===== config.mk =====
export PLATFORM = sky130hd
export DESIGN_NAME = column_draw_task
export DESIGN_NICKNAME = d
export VERILOG_FILES = /design/src/rtl/raycaster_pkg.sv /design/src/rtl/column_span_calc.sv /design/src/rtl/column_draw_task.sv
export SDC_FILE = /design/constraint.sdc
export NUM_CORES = 1
export LEC_CHECK = 0
export ABC_AREA = 0
export CORE_ASPECT_RATIO = 1.2
export CORE_MARGIN = 2
export CORE_UTILIZATION = 47
export DETAILED_ROUTE_END_ITERATION = 16
export GPL_ROUTABILITY_DRIVEN = 0
export HOLD_SLACK_MARGIN = 0.15
export PLACE_DENSITY = 0.84
export SYNTH_ARGS = -nofsm -noshare
export SYNTH_HDL_FRONTEND = slang
export SYNTH_SLANG_ARGS = --single-unit
export TNS_END_PERCENT = 30

===== constraint.sdc =====
create_clock -name clk -period 3.8 [get_ports clk]
set_input_delay 1.14 -clock clk [delete_from_list [all_inputs] [get_ports clk]]
set_output_delay 1.14 -clock clk [all_outputs]
set_load 0.01 [all_outputs]

===== src/rtl/raycaster_pkg.sv =====
// Shared raycaster constants and the column-draw state encoding.
package raycaster_pkg;

    localparam int SCREEN_W = 320;
    localparam int SCREEN_H = 240;
    localparam int ADDR_W   = 17;
    localparam int COLOR_W  = 8;
    localparam int COORD_W  = 9;

    typedef enum logic [1:0] {
        ST_IDLE = 2'd0,
        ST_DRAW = 2'd1,
        ST_DONE = 2'd2
    } draw_state_e;

endpackage


===== src/rtl/column_span_calc.sv =====
// Clamps the wall height to the screen and centres the wall span vertically.
module column_span_calc
    import raycaster_pkg::*;
#(
    parameter int SCREEN_H = raycaster_pkg::SCREEN_H
) (
    input  logic [COORD_W-1:0] wall_h,
    output logic [COORD_W-1:0] top,
    output logic [COORD_W-1:0] bot
);

    localparam logic [COORD_W-1:0] H_MAX = COORD_W'(SCREEN_H);

    logic [COORD_W-1:0] wh;
    logic [COORD_W-1:0] gap;

    // An odd leftover row goes to the floor, because the shift rounds top down.
    assign wh  = (wall_h > H_MAX) ? H_MAX : wall_h;
    assign gap = H_MAX - wh;
    assign top = gap >> 1;
    assign bot = top + wh;

endmodule


===== src/rtl/column_draw_task.sv =====
// clkb-side task executor: on task_start, writes one screen column
// (ceiling, wall, floor) top to bottom into the framebuffer, then pulses task_done.
module column_draw_task
    import raycaster_pkg::*;
#(
    parameter int SCREEN_W = raycaster_pkg::SCREEN_W,
    parameter int SCREEN_H = raycaster_pkg::SCREEN_H,
    parameter int ADDR_W   = raycaster_pkg::ADDR_W,
    parameter int COLOR_W  = raycaster_pkg::COLOR_W
) (
    input  logic               clk,
    input  logic               rst_n,
    input  logic               task_start,
    output logic               task_done,
    output logic               busy,
    input  logic [8:0]         col_x,
    input  logic [8:0]         wall_h,
    input  logic [COLOR_W-1:0] ceil_color,
    input  logic [COLOR_W-1:0] wall_color,
    input  logic [COLOR_W-1:0] floor_color,
    output logic [ADDR_W-1:0]  fb_addr,
    output logic [COLOR_W-1:0] fb_data,
    output logic               fb_we,
    input  logic               fb_ready
);

    localparam logic [ADDR_W-1:0]  ROW_STRIDE = ADDR_W'(SCREEN_W);
    localparam logic [COORD_W-1:0] Y_LAST     = COORD_W'(SCREEN_H - 1);

    draw_state_e        state, state_nxt;
    logic [COORD_W-1:0] y;
    logic [COORD_W-1:0] top_q, bot_q;
    logic [COORD_W-1:0] top_c, bot_c;
    logic [ADDR_W-1:0]  addr;
    logic [COLOR_W-1:0] ceil_q, wall_q, floor_q;
    logic               accept;
    logic               fire;

    column_span_calc #(.SCREEN_H(SCREEN_H)) u_span (
        .wall_h (wall_h),
        .top    (top_c),
        .bot    (bot_c)
    );

    assign accept = (state == ST_IDLE) && task_start;
    assign fire   = (state == ST_DRAW) && fb_ready;

    // NOTE: sequential state uses <= so every register sees pre-edge values;
    // the datapath registers are few and small, so all of them take the reset.
    always_ff @(posedge clk) begin
        if (!rst_n) begin
            state   <= ST_IDLE;
            y       <= '0;
            addr    <= '0;
            top_q   <= '0;
            bot_q   <= '0;
            ceil_q  <= '0;
            wall_q  <= '0;
            floor_q <= '0;
        end else begin
            state <= state_nxt;
            if (accept) begin
                y       <= '0;
                addr    <= ADDR_W'(col_x);
                top_q   <= top_c;
                bot_q   <= bot_c;
                ceil_q  <= ceil_color;
                wall_q  <= wall_color;
                floor_q <= floor_color;
            end else if (fire) begin
                y    <= y + 1'b1;
                addr <= addr + ROW_STRIDE;
            end
        end
    end

    // NOTE: every output gets a default before the case so no latch is inferred.
    always_comb begin
        state_nxt = state;
        busy      = 1'b0;
        task_done = 1'b0;
        fb_we     = 1'b0;
        fb_addr   = '0;
        fb_data   = '0;
        unique case (state)
            ST_IDLE: begin
                if (task_start) state_nxt = ST_DRAW;
            end
            ST_DRAW: begin
                busy    = 1'b1;
                fb_we   = 1'b1;
                fb_addr = addr;
                if (y < top_q)      fb_data = ceil_q;
                else if (y < bot_q) fb_data = wall_q;
                else                fb_data = floor_q;
                if (fb_ready && (y == Y_LAST)) state_nxt = ST_DONE;
            end
            ST_DONE: begin
                busy      = 1'b1;
                task_done = 1'b1;
                state_nxt = ST_IDLE;
            end
            default: state_nxt = ST_IDLE;
        endcase
    end

endmodule

After elaboration in Yosys (flattened, before gate mapping)
Index checks and enable logic that the tools add are counted.

Output and inout bits: 28. Input bits: 46. Register bits after elaboration: 69. Word-level logic and storage cells: 43.

Eq/ne operators: 5. Reductions and logical operators: 8. $add $sub $neg: 4. Magnitude comparators: 3. Bitwise gates (word level): 1. Multiplexer cells: 13.

Operators with widths (number): 2-to-1 mux 9 bit (3); 2-to-1 mux 8 bit (3); adder 17 x 9 -> 17 bit, second input constant (1); 2-to-1 mux 17 bit (1); adder 8 x 9 -> 9 bit (1); adder 9 x 1 -> 9 bit, second input constant (1); equality test 9 x 8 -> 1 bit, second input constant (1); > comparator 9 x 8 -> 1 bit, second input constant (1); < comparator 9 x 8 -> 1 bit (1); < comparator 9 bit (1); subtractor 8 x 9 -> 9 bit, first input constant (1); 2-to-1 mux 2 bit (2); one-hot mux 2 bit (2 select lines) (1); OR reduction 2 bit (2); logical AND 1 bit (3); 2-to-1 mux 1 bit (3); equality test 2 x 1 -> 1 bit, second input constant (1); equality test 2 bit, second input constant (1); zero test 2 bit (1); inequality test 2 x 1 -> 1 bit, second input constant (1); inequality test 2 bit, second input constant (1); AND reduction 2 bit (1); nonzero test 2 bit (1); inverter 1 bit (1).

Logic depth before layout (Yosys ltp)
Gate-level depths: netlist (run 1).

Word-level depth: 4. Gate-level depth with buffers: 15. Mapped depth without buffers: 12.

By module
Synthesis (run 1) repeated with hierarchy kept, for this count alone.

Cells, all modules: 515. Area, all modules: 4161.5 sq um.

By module, submodules not included: column_draw_task (times used 1, area an instance 3538.4 sq um, cells an instance 426, sequential area each 1401.3 sq um); column_span_calc (times used 1, area an instance 623.1 sq um, cells an instance 89, sequential area each 0.0 sq um).

Least setup slack after synthesis (run 1)
No wires, ideal clock.

Kind: input to register. From: in wall_h[8]. To: reg bot_q[7]. Slack: -245 ps. Library setup time: 128 ps. Cell stages on the path: 15. Arrival: 3917 ps. Data required time: 3672 ps. Path buffers: 3. Cells stage by stage: buf_6 a41oi_1 clkbuf_1 nand2_1 ha_1 buf_2 a21oi_1 xnor2_1 ha_1 and2_1 a41o_1 a21oi_1 o31ai_2 xnor2_1 o22ai_1.

Cells in the longest elaborated chain, start to end: 4.

Ends and longest elaborated chain: start: declaration (line column_draw_task.sv:17) `input logic [8:0] wall_h,`; > comparator 9 x 8 -> 1 bit (line column_span_calc.sv:18) `assign wh = (wall_h > H_MAX) ? H_MAX : wall_h;`; 2-to-1 mux 9 bit (line column_span_calc.sv:18); subtractor 8 x 9 -> 9 bit (line column_span_calc.sv:19) `assign gap = H_MAX - wh;`; via top_c[5] (line column_draw_task.sv:33) `logic [COORD_W-1:0] top_c, bot_c;`; adder 8 x 9 -> 9 bit (line column_span_calc.sv:21) `assign bot = top + wh;`; end signal: assignment (line column_draw_task.sv:66) `bot_q <= bot_c;`; end: declaration (line column_draw_task.sv:32) `logic [COORD_W-1:0] top_q, bot_q;`.

The timed path passes the listed nets, and every way through them passes these cells. A chain may end at the register's enable or synchronous reset.

Worst setup path in the final report (run 1)
From: reg y[5]. To: out fb_data[7].

Cells in the longest elaborated chain, start to end: 4. Elaborated cells on any way between the ends: 5. Those cells by class: order compare: 2; mux: 3.

Ends and longest elaborated chain: start: declaration (line column_draw_task.sv:31) `logic [COORD_W-1:0] y;`; start signal: assignment (line column_draw_task.sv:71) `y <= y + 1'b1;`; < comparator 9 bit (line column_draw_task.sv:94) `else if (y < bot_q) fb_data = wall_q;`; 2-to-1 mux 8 bit (line column_draw_task.sv:94); 2-to-1 mux 8 bit (*) (line column_draw_task.sv:93) `if (y < top_q) fb_data = ceil_q;`; 2-to-1 mux 8 bit (*) (line column_draw_task.sv:85) `unique case (state)`; end: declaration (line column_draw_task.sv:22) `output logic [COLOR_W-1:0] fb_data,`.

Mark *: on every way between the ends. The rest lies on a longest branch, timed or not.

==> metrics.md, run 1 <==
| Metric | Value |
|---|---|
| Core ar. | around 8000 um^2 |
| Worst-path fanout max | 8 |
| Core Rows | 36 |
| Worst-skew pair later-pin latency | between 0.3 and 0.4 ns |
| Post-synth EDFFs | 0 |
| Cell variety after synth | 54 |
| Worst Hold Depth | 2 |
| Top FF cell, synth | dfxtp_1 |
| Tmin final | 3.693 ns |
| Crit path DAT | 2.55 ns |
| Yosys reg bits | 69 |
| Hold-fix buffers at CTS | 0 |
| First-pass GRT wire length | 16.48 mm |
| CP endpoint kind | output port |
| Clock skew | roughly 0.0098 ns |
| Port Buffers | between 70 and 80 |
| VDD IR max | 0.2734 mV |
| Max Clock Freq | approximately 270 MHz |
| Hold Fails Final Rpt | 0 |
| Layout cell share with drive strength beyond 1 | about a tenth |
| Post-CTS Setup Inserts | 0 |
| Routed WL per cell | 13.94 um |
| Ys async rst share | 0% |
| Slew margin rel. | 55.38% |
| Detailed Place HPWL | 7.131 mm |
| Final WL | slightly below 10 mm |
| Syn_nets | 582 |
| Synthesized cell area | 3931 um^2 |
| Initial DRC count | 180 |
| H-Tree Depth | 3 |
| CTS Buffer Depth | 2 |
| Initial antenna violation count | 0 |
| Number of global-route vias before repair | 3,807 |
| Seq/Total Area, Yosys | 35.14% |
| Placed Area | approximately 5000 um^2 |
| Required time of the critical path | 2.66 ns |
| Final Max Tran Viols | 0 |
| Reg2reg start | state[1]$_SDFFE_PN0P_ |
| TritonCTS clock tree | done |
| Most common cell after layout, fill and taps aside | nand2_1 |
| Fill cells | 702 |
| Hold Crit Endpoint | floor_q[4]$_SDFFE_PN0P_ |
| Avg Cell Area, Syn | 7.724 um^2 |
| RSZ-0062 raised after global routing | no |
| Reg2reg end | y[7]$_SDFFE_PP0P_ |
| Synthesis Warnings | 0 |
| Top cell type's share of synthesized area | about a third |
| Post-Syn Instances | between 500 and 600 |
| Post-place setup slack | -0.2162 ns |
| ANT nets after route | 0 |
| HP Class | flip-flop to flip-flop |
| Routed via count | 3,831 |
| Io pins | 74 |
| Initial Util | between 40 and 50% |
| Largest net degree at the start of global routing | 45 |
| PwrDens | 365.9 nW/um^2 |
| Drc violations | 0 |
| Fin Setup TNS | 0 ns |
| # setup viols final | 0 |
| Max Cap Viol | 0 |
| FF-to-FF setup slack | 1.43 ns |
| Ranking of synthesized cells by area | dfxtp_1 (35%), nand2_1 (9.0%), ha_1 (8.6%) |
| Die Area | 9115 um^2 |
| Sink Count | 69 |
| Least-Margin Pin Slew | 0.6677 ns |
| Inserted Diodes | 0 |
| Dominant cell type by area after synthesis | dfxtp_1 |
| Crit Path Category | flip-flop to output port |
| GRT overflow | 0 |
| Clock-pin slew on the worst setup and hold paths | 0.07 ns |
| Width of the die | just under 90 um |
| Startpoint types | flip-flop |
| Leakage Power | approximately 2.0 nW |
| HP Start | floor_q[4]$_SDFFE_PN0P_ |
| Height of the die | 104.2 um |
| Post-route setup slack | between 0.1 and 0.15 ns |
| Area delta synth->final | 28.80% |
| Leading cell types in the layout, fill and taps excluded | nand2_1 (94), dfxtp_1 (68), clkdlybuf4s50_1 (65) |
| Initial DRT Pass Iterations | 6 |
| Final net count | 666 |
| Status | finished clean |
| Cts bufs inserted | 9 |
| Crit share post-route | 97.18% |
| Worst Reg-to-Reg Cells | 8 |
| Root Buffer | clkbuf_8 |
| Final Cell Area | ~5100 um^2 |
| Gr usage total | about 22% |
| Via density | 5.528 |
-- kinds of logic after synthesis --
group / after synthesis / share of synthesized area [%]
compound gates: 118 / 19.13
xor+xnor: 23 / 5.124
fa+ha+maj: 27 / 8.593
buf+inv: 54 / 5.697
flops: 69 / 35.14
mux: 3 / 0.7957
simple gates: 215 / 25.53
-- stage by stage --
| stage | util [%] | hold slack, ns | instances | total power, mW |
|---|---|---|---|---|
| after floorplan | - | 0.4317 | 509 | 1.117 |
| after global placement | 60.28 | 0.4380 | 677 | 1.311 |
| after detailed placement | 60.28 | 0.4436 | 677 | 1.329 |
| after CTS | 62.31 | 0.4552 | 693 | 1.851 |
| after global routing | 62.45 | 0.4740 | 693 | 1.947 |
| final | 62.45 | 0.4535 | 693 | 1.853 |
-- what timing repair did --
item / 4_1_cts / 5_1_grt
resized for setup: 8 / 5
pin swaps: 0 / 3
endpoints found under the setup margin: 8 / 5
-- registers in the layout, indices dropped and copies added, names as in the netlist --
signal   cells
ceil_q       8
y            9
floor_q      8
state        2
top_q        8
bot_q        9
wall_q       8
addr        17
-- synth_stat cells, drive strengths merged (2+ instances only) --
cell and n:
nor2b 2, a21oi 51, clkbuf 19, xnor2 9
a211oi 5, or3 4, nand2b 2, a31o 4
nand4 3, ha 27, nand2 94, nor2 42
a31oi 11, and3 6, nand3b 11, inv 25
nor3 4, buf 10, nand3 20, a311oi 2
or2 2, nor4 2, or4b 2, and2 20
a21o 2, dfxtp 69, o31ai 2, o22ai 2
xor2 14, mux2i 2, o21ai 27
-- critical path, stage by stage (launching register included) --
cell and delay, ns:
dfxtp_1 0.39, ha_1 0.33, nand4_1 0.12, or3_1 0.41
a31oi_1 0.18, buf_4 0.19, o21ai_0 0.10, a31oi_1 0.21
dlygate4sd2_1 0.29
-- worst max-delay path by stage --
stage	startpoint	endpoint	slack, ns	depth (start not counted)
after floorplan	wall_h[8]	bot_q[7]$_SDFFE_PN0P_	0.01	15
after global placement	wall_h[4]	bot_q[7]$_SDFFE_PN0P_	-0.08	13
after detailed placement	wall_h[4]	bot_q[7]$_SDFFE_PN0P_	-0.22	13
after CTS	y[5]$_SDFFE_PP0P_	fb_data[4]	0.11	8
after global routing	bot_q[4]$_SDFFE_PN0P_	fb_data[5]	0.001	9
final	y[5]$_SDFFE_PP0P_	fb_data[7]	0.11	8
-- power breakdown --
part | internal [mW] | switching [mW] | total (mW)
sequential | 0.772 | 0.0258 | 0.798
combinational | 0.229 | 0.286 | 0.515
clock | 0.238 | 0.302 | 0.540
total | 1.24 | 0.613 | 1.85
-- cell type report --
class                   instances  area [um^2]  share of cell area (%)
inverters                      25        93.84                   1.853
repair buffers                102        940.9                   18.58
clock buffers                   9        123.9                   2.446
clock inverters                 7        51.30                   1.013
well taps                      95        118.9                   2.347
multi-input cells             386         2352                   46.45
flip-flops and latches         69         1383                   27.30
-- layer usage --
layer	up-vias	wire length (um)	global-route usage (%)	share of wire [%]
li1	1906	-	-	-
met1	1781	4073	26.18	42
met2	104	4886	38.04	51
met3	40	358	3.095	3.7
met4	0	343	11.54	3.5
met5	-	0	0	0
Note: power is estimated with default switching activity, not from simulation.
==> inputs of run 2 (changes only) <==
ABC_AREA = not set   (was 0)
CELL_PAD_IN_SITES_DETAIL_PLACEMENT = 1   (was not set)
CELL_PAD_IN_SITES_GLOBAL_PLACEMENT = 2   (was not set)
CORE_UTILIZATION = 27   (was 47)
==> metrics.md, run 2 (synthesis results as in run 1) <==
| Metric | Value |
|---|---|
| Slew margin rel. | 67.07% (+12 points) |
| WP buf/inv | 2 (unchanged) |
| Tmin final | 3.666 ns (-0.02711 ns) |
| TritonCTS clock tree | done |
| Leakage Power | 2.041 nW (+3.3%) |
| Placed Area | 4997 um^2 (+2.3%) |
| Sink Count | 69 (unchanged) |
| Final net count | 667 (+0.15%) |
| Placed Cells | 758 (+12%) |
| Post-Layout Cell Count | 773 (+12%) |
| GRT overflow | 0 (unchanged) |
| CP dominant cell by count | a31oi_1 |
| Clock skew | 0.009518 ns (-0.0002441 ns) |
| Drc violations | 0 (unchanged) |
| VDD IR max | 0.1722 mV (-37%) |
| PwrDens | 411.7 nW/um^2 (+13%) |
| Via density | 4.931 (-11%) |
| Root Buffer | clkbuf_16 |
| Routed via count | 3,812 (-0.50%) |
| Worst-skew pair later-pin latency | 0.33 ns (-0.02 ns) |
| Final WL | 11.86 mm (+23%) |
| Worst path max stage delay | 0.41 ns (about the same) |
| CP Depth | 8 (unchanged) |
| Largest delay contributor family on the critical path | simple AND/OR/NAND/NOR gates |
| # setup viols final | 0 (unchanged) |
| Core Rows | 48 (+33%) |
| Io pins | 74 (unchanged) |
| CTS Buffer Depth | 2 (unchanged) |
| Final Max Tran Viols | 0 (unchanged) |
| Worst Hold Depth | 2 (unchanged) |
| Worst Reg-to-Reg Cells | 8 (unchanged) |
| Final Cell Area | 5295 um^2 (+4.6%) |
| Die Area | 15,540 um^2 (+71%) |
| Status | finished clean |
| Largest net degree at the start of global routing | 41 (-8.9%) |
| Hold slack | 0.4535 ns (+0.00002800 ns) |
| First-pass GRT wire length | 19.07 mm (+16%) |
| Initial DRC count | 131 (-27%) |
| Slowest cell on the critical path | or3_1 |
| Routed WL per cell | 15.34 um (+10%) |
| Hold-fix buffers at CTS | 0 (unchanged) |
| Detailed Place HPWL | 8.746 mm (+23%) |
| Port Buffers | 73 (unchanged) |
| HP Class | flip-flop to flip-flop |
| Hold Fails Final Rpt | 0 (unchanged) |
| Crit path DAT | 2.53 ns (-0.02 ns) |
| ANT nets after route | 0 (unchanged) |
| Initial Util | 27.50% (-21 points) |
| Inserted Diodes | 0 (unchanged) |
| Leading cell types in the layout, fill and taps excluded | nand2_1 (92), dfxtp_1 (69), clkdlybuf4s50_1 (64) |
| Least-Margin Pin Slew | 0.4939 ns (-0.1738 ns) |
| Width of the die | 114.2 um (+30%) |
| Gr usage total | 15.39% (-6.8 points) |
| Max Cap Viol | 0 (unchanged) |
| Post-CTS Setup Inserts | 0 (unchanged) |
| Largest regs | addr x17, bot_q x9, y x9 |
| H-Tree Depth | 3 (unchanged) |
| Cts bufs inserted | 9 (unchanged) |
| Layout cell share with drive strength beyond 1 | 10.20% (+0.33 points) |
| Initial DRT Pass Iterations | 4 (-2) |
| Core ar. | 14,290 um^2 (+76%) |
| Crit share post-route | 96.47% (-0.71 points) |
| Max reg flops | 17 (unchanged) |
| Clock-pin slew on the worst setup and hold paths | 0.06 ns (about the same) |
| Number of global-route vias before repair | 3,955 (+3.9%) |
| Sequence of cells on the critical path | ha_1 -> nand4_1 -> or3_1 -> a31oi_1 -> buf_4 -> o21ai_0 -> a31oi_1 -> dlygate4sd2_1 |
| Startpoint types | flip-flop |
| Most common cell after layout, fill and taps aside | nand2_1 |
| Initial antenna violation count | 0 (unchanged) |
| Reg with most FFs | addr |
| Area delta synth->final | 34.69% |
| CP endpoint kind | output port |
| Required time of the critical path | 2.66 ns (about the same) |
| Crit Path Category | flip-flop to output port |
| Height of the die | 136.2 um (+31%) |
| Max Clock Freq | 272.8 MHz (+0.74%) |
| Worst-path fanout max | 8 (unchanged) |
run 2: changes by cell type in the layout (fill, tap and decap cells not counted), sizes merged:
cell and delta:
clkinv -3, clkbuf +2, buf +1, bufinv +1
clkdlybuf4s15 -1, clkdlybuf4s50 -1, clkinvlp +1, dlymetal6s2s +1
inv -1
run 2: path summary, 6_finish.rpt:
kind,start,slack [ns],end
setup / recovery,y[6]$_SDFFE_PP0P_,0.13,fb_data[6]
hold / removal,ceil_q[2]$_SDFFE_PN0P_,0.45,ceil_q[2]$_SDFFE_PN0P_
setup reg to reg,state[1]$_SDFFE_PN0P_,1.37,y[7]$_SDFFE_PP0P_
hold reg to reg,ceil_q[2]$_SDFFE_PN0P_,0.45,ceil_q[2]$_SDFFE_PN0P_
run 2: cell type report:
class	count	area, um^2
well taps	175	219.0
flip-flops and latches	69	1381
repair buffers	103	945.9
multi-input cells	386	2355
clock inverters	5	61.31
clock buffers	10	239.0
inverters	25	93.84
fillers	1720	8999
run 2: through the flow:
step | util (%) | worst slack, ns | power [mW] | TNS (ns)
5_1_grt | 37.04 | -0.0009037 | 2.297 | -0.0009037
3_3_place_gp | 34.96 | -0.06779 | 1.338 | -0.07676
2_1_floorplan | - | 0.01075 | 1.117 | 0
6_report | 37.04 | 0.1341 | 2.180 | 0
4_1_cts | 36.99 | 0.1147 | 2.202 | 0
3_5_place_dp | 34.96 | -0.2046 | 1.356 | -0.3852
run 2: routing by layer:
layer | GRT usage, % | wire length (um) | up-vias
li1 | - | - | 1913
met1 | 16.98 | 5025 | 1846
met2 | 30.19 | 6466 | 45
met3 | 2.675 | 236 | 8
met4 | 3.591 | 129 | 0
met5 | 0 | 0 | -
run 2: worst min-delay path, stage by stage (launching register included):
cell and delay, ns:
dfxtp_1 0.30, nand2_1 0.05, a21oi_1 0.05
run 2: power by group:
part | internal [mW] | switching, mW
Combinational | 0.230 | 0.299
Sequential | 0.773 | 0.0265
Clock | 0.523 | 0.328
Total | 1.53 | 0.653
run 2: timing repair:
item,CTS,global route
pin swaps,1,5
gates cloned,0,0
endpoints found under the setup margin,8,3
endpoints found under the hold margin,0,0
resized for setup,8,7
==> inputs of run 3 (changes only) <==
CTS_CLUSTER_SIZE = 25   (was not set)
==> results of run 3 <==
Same layout as run 2: the final DEF is identical, and so are final timing and power.
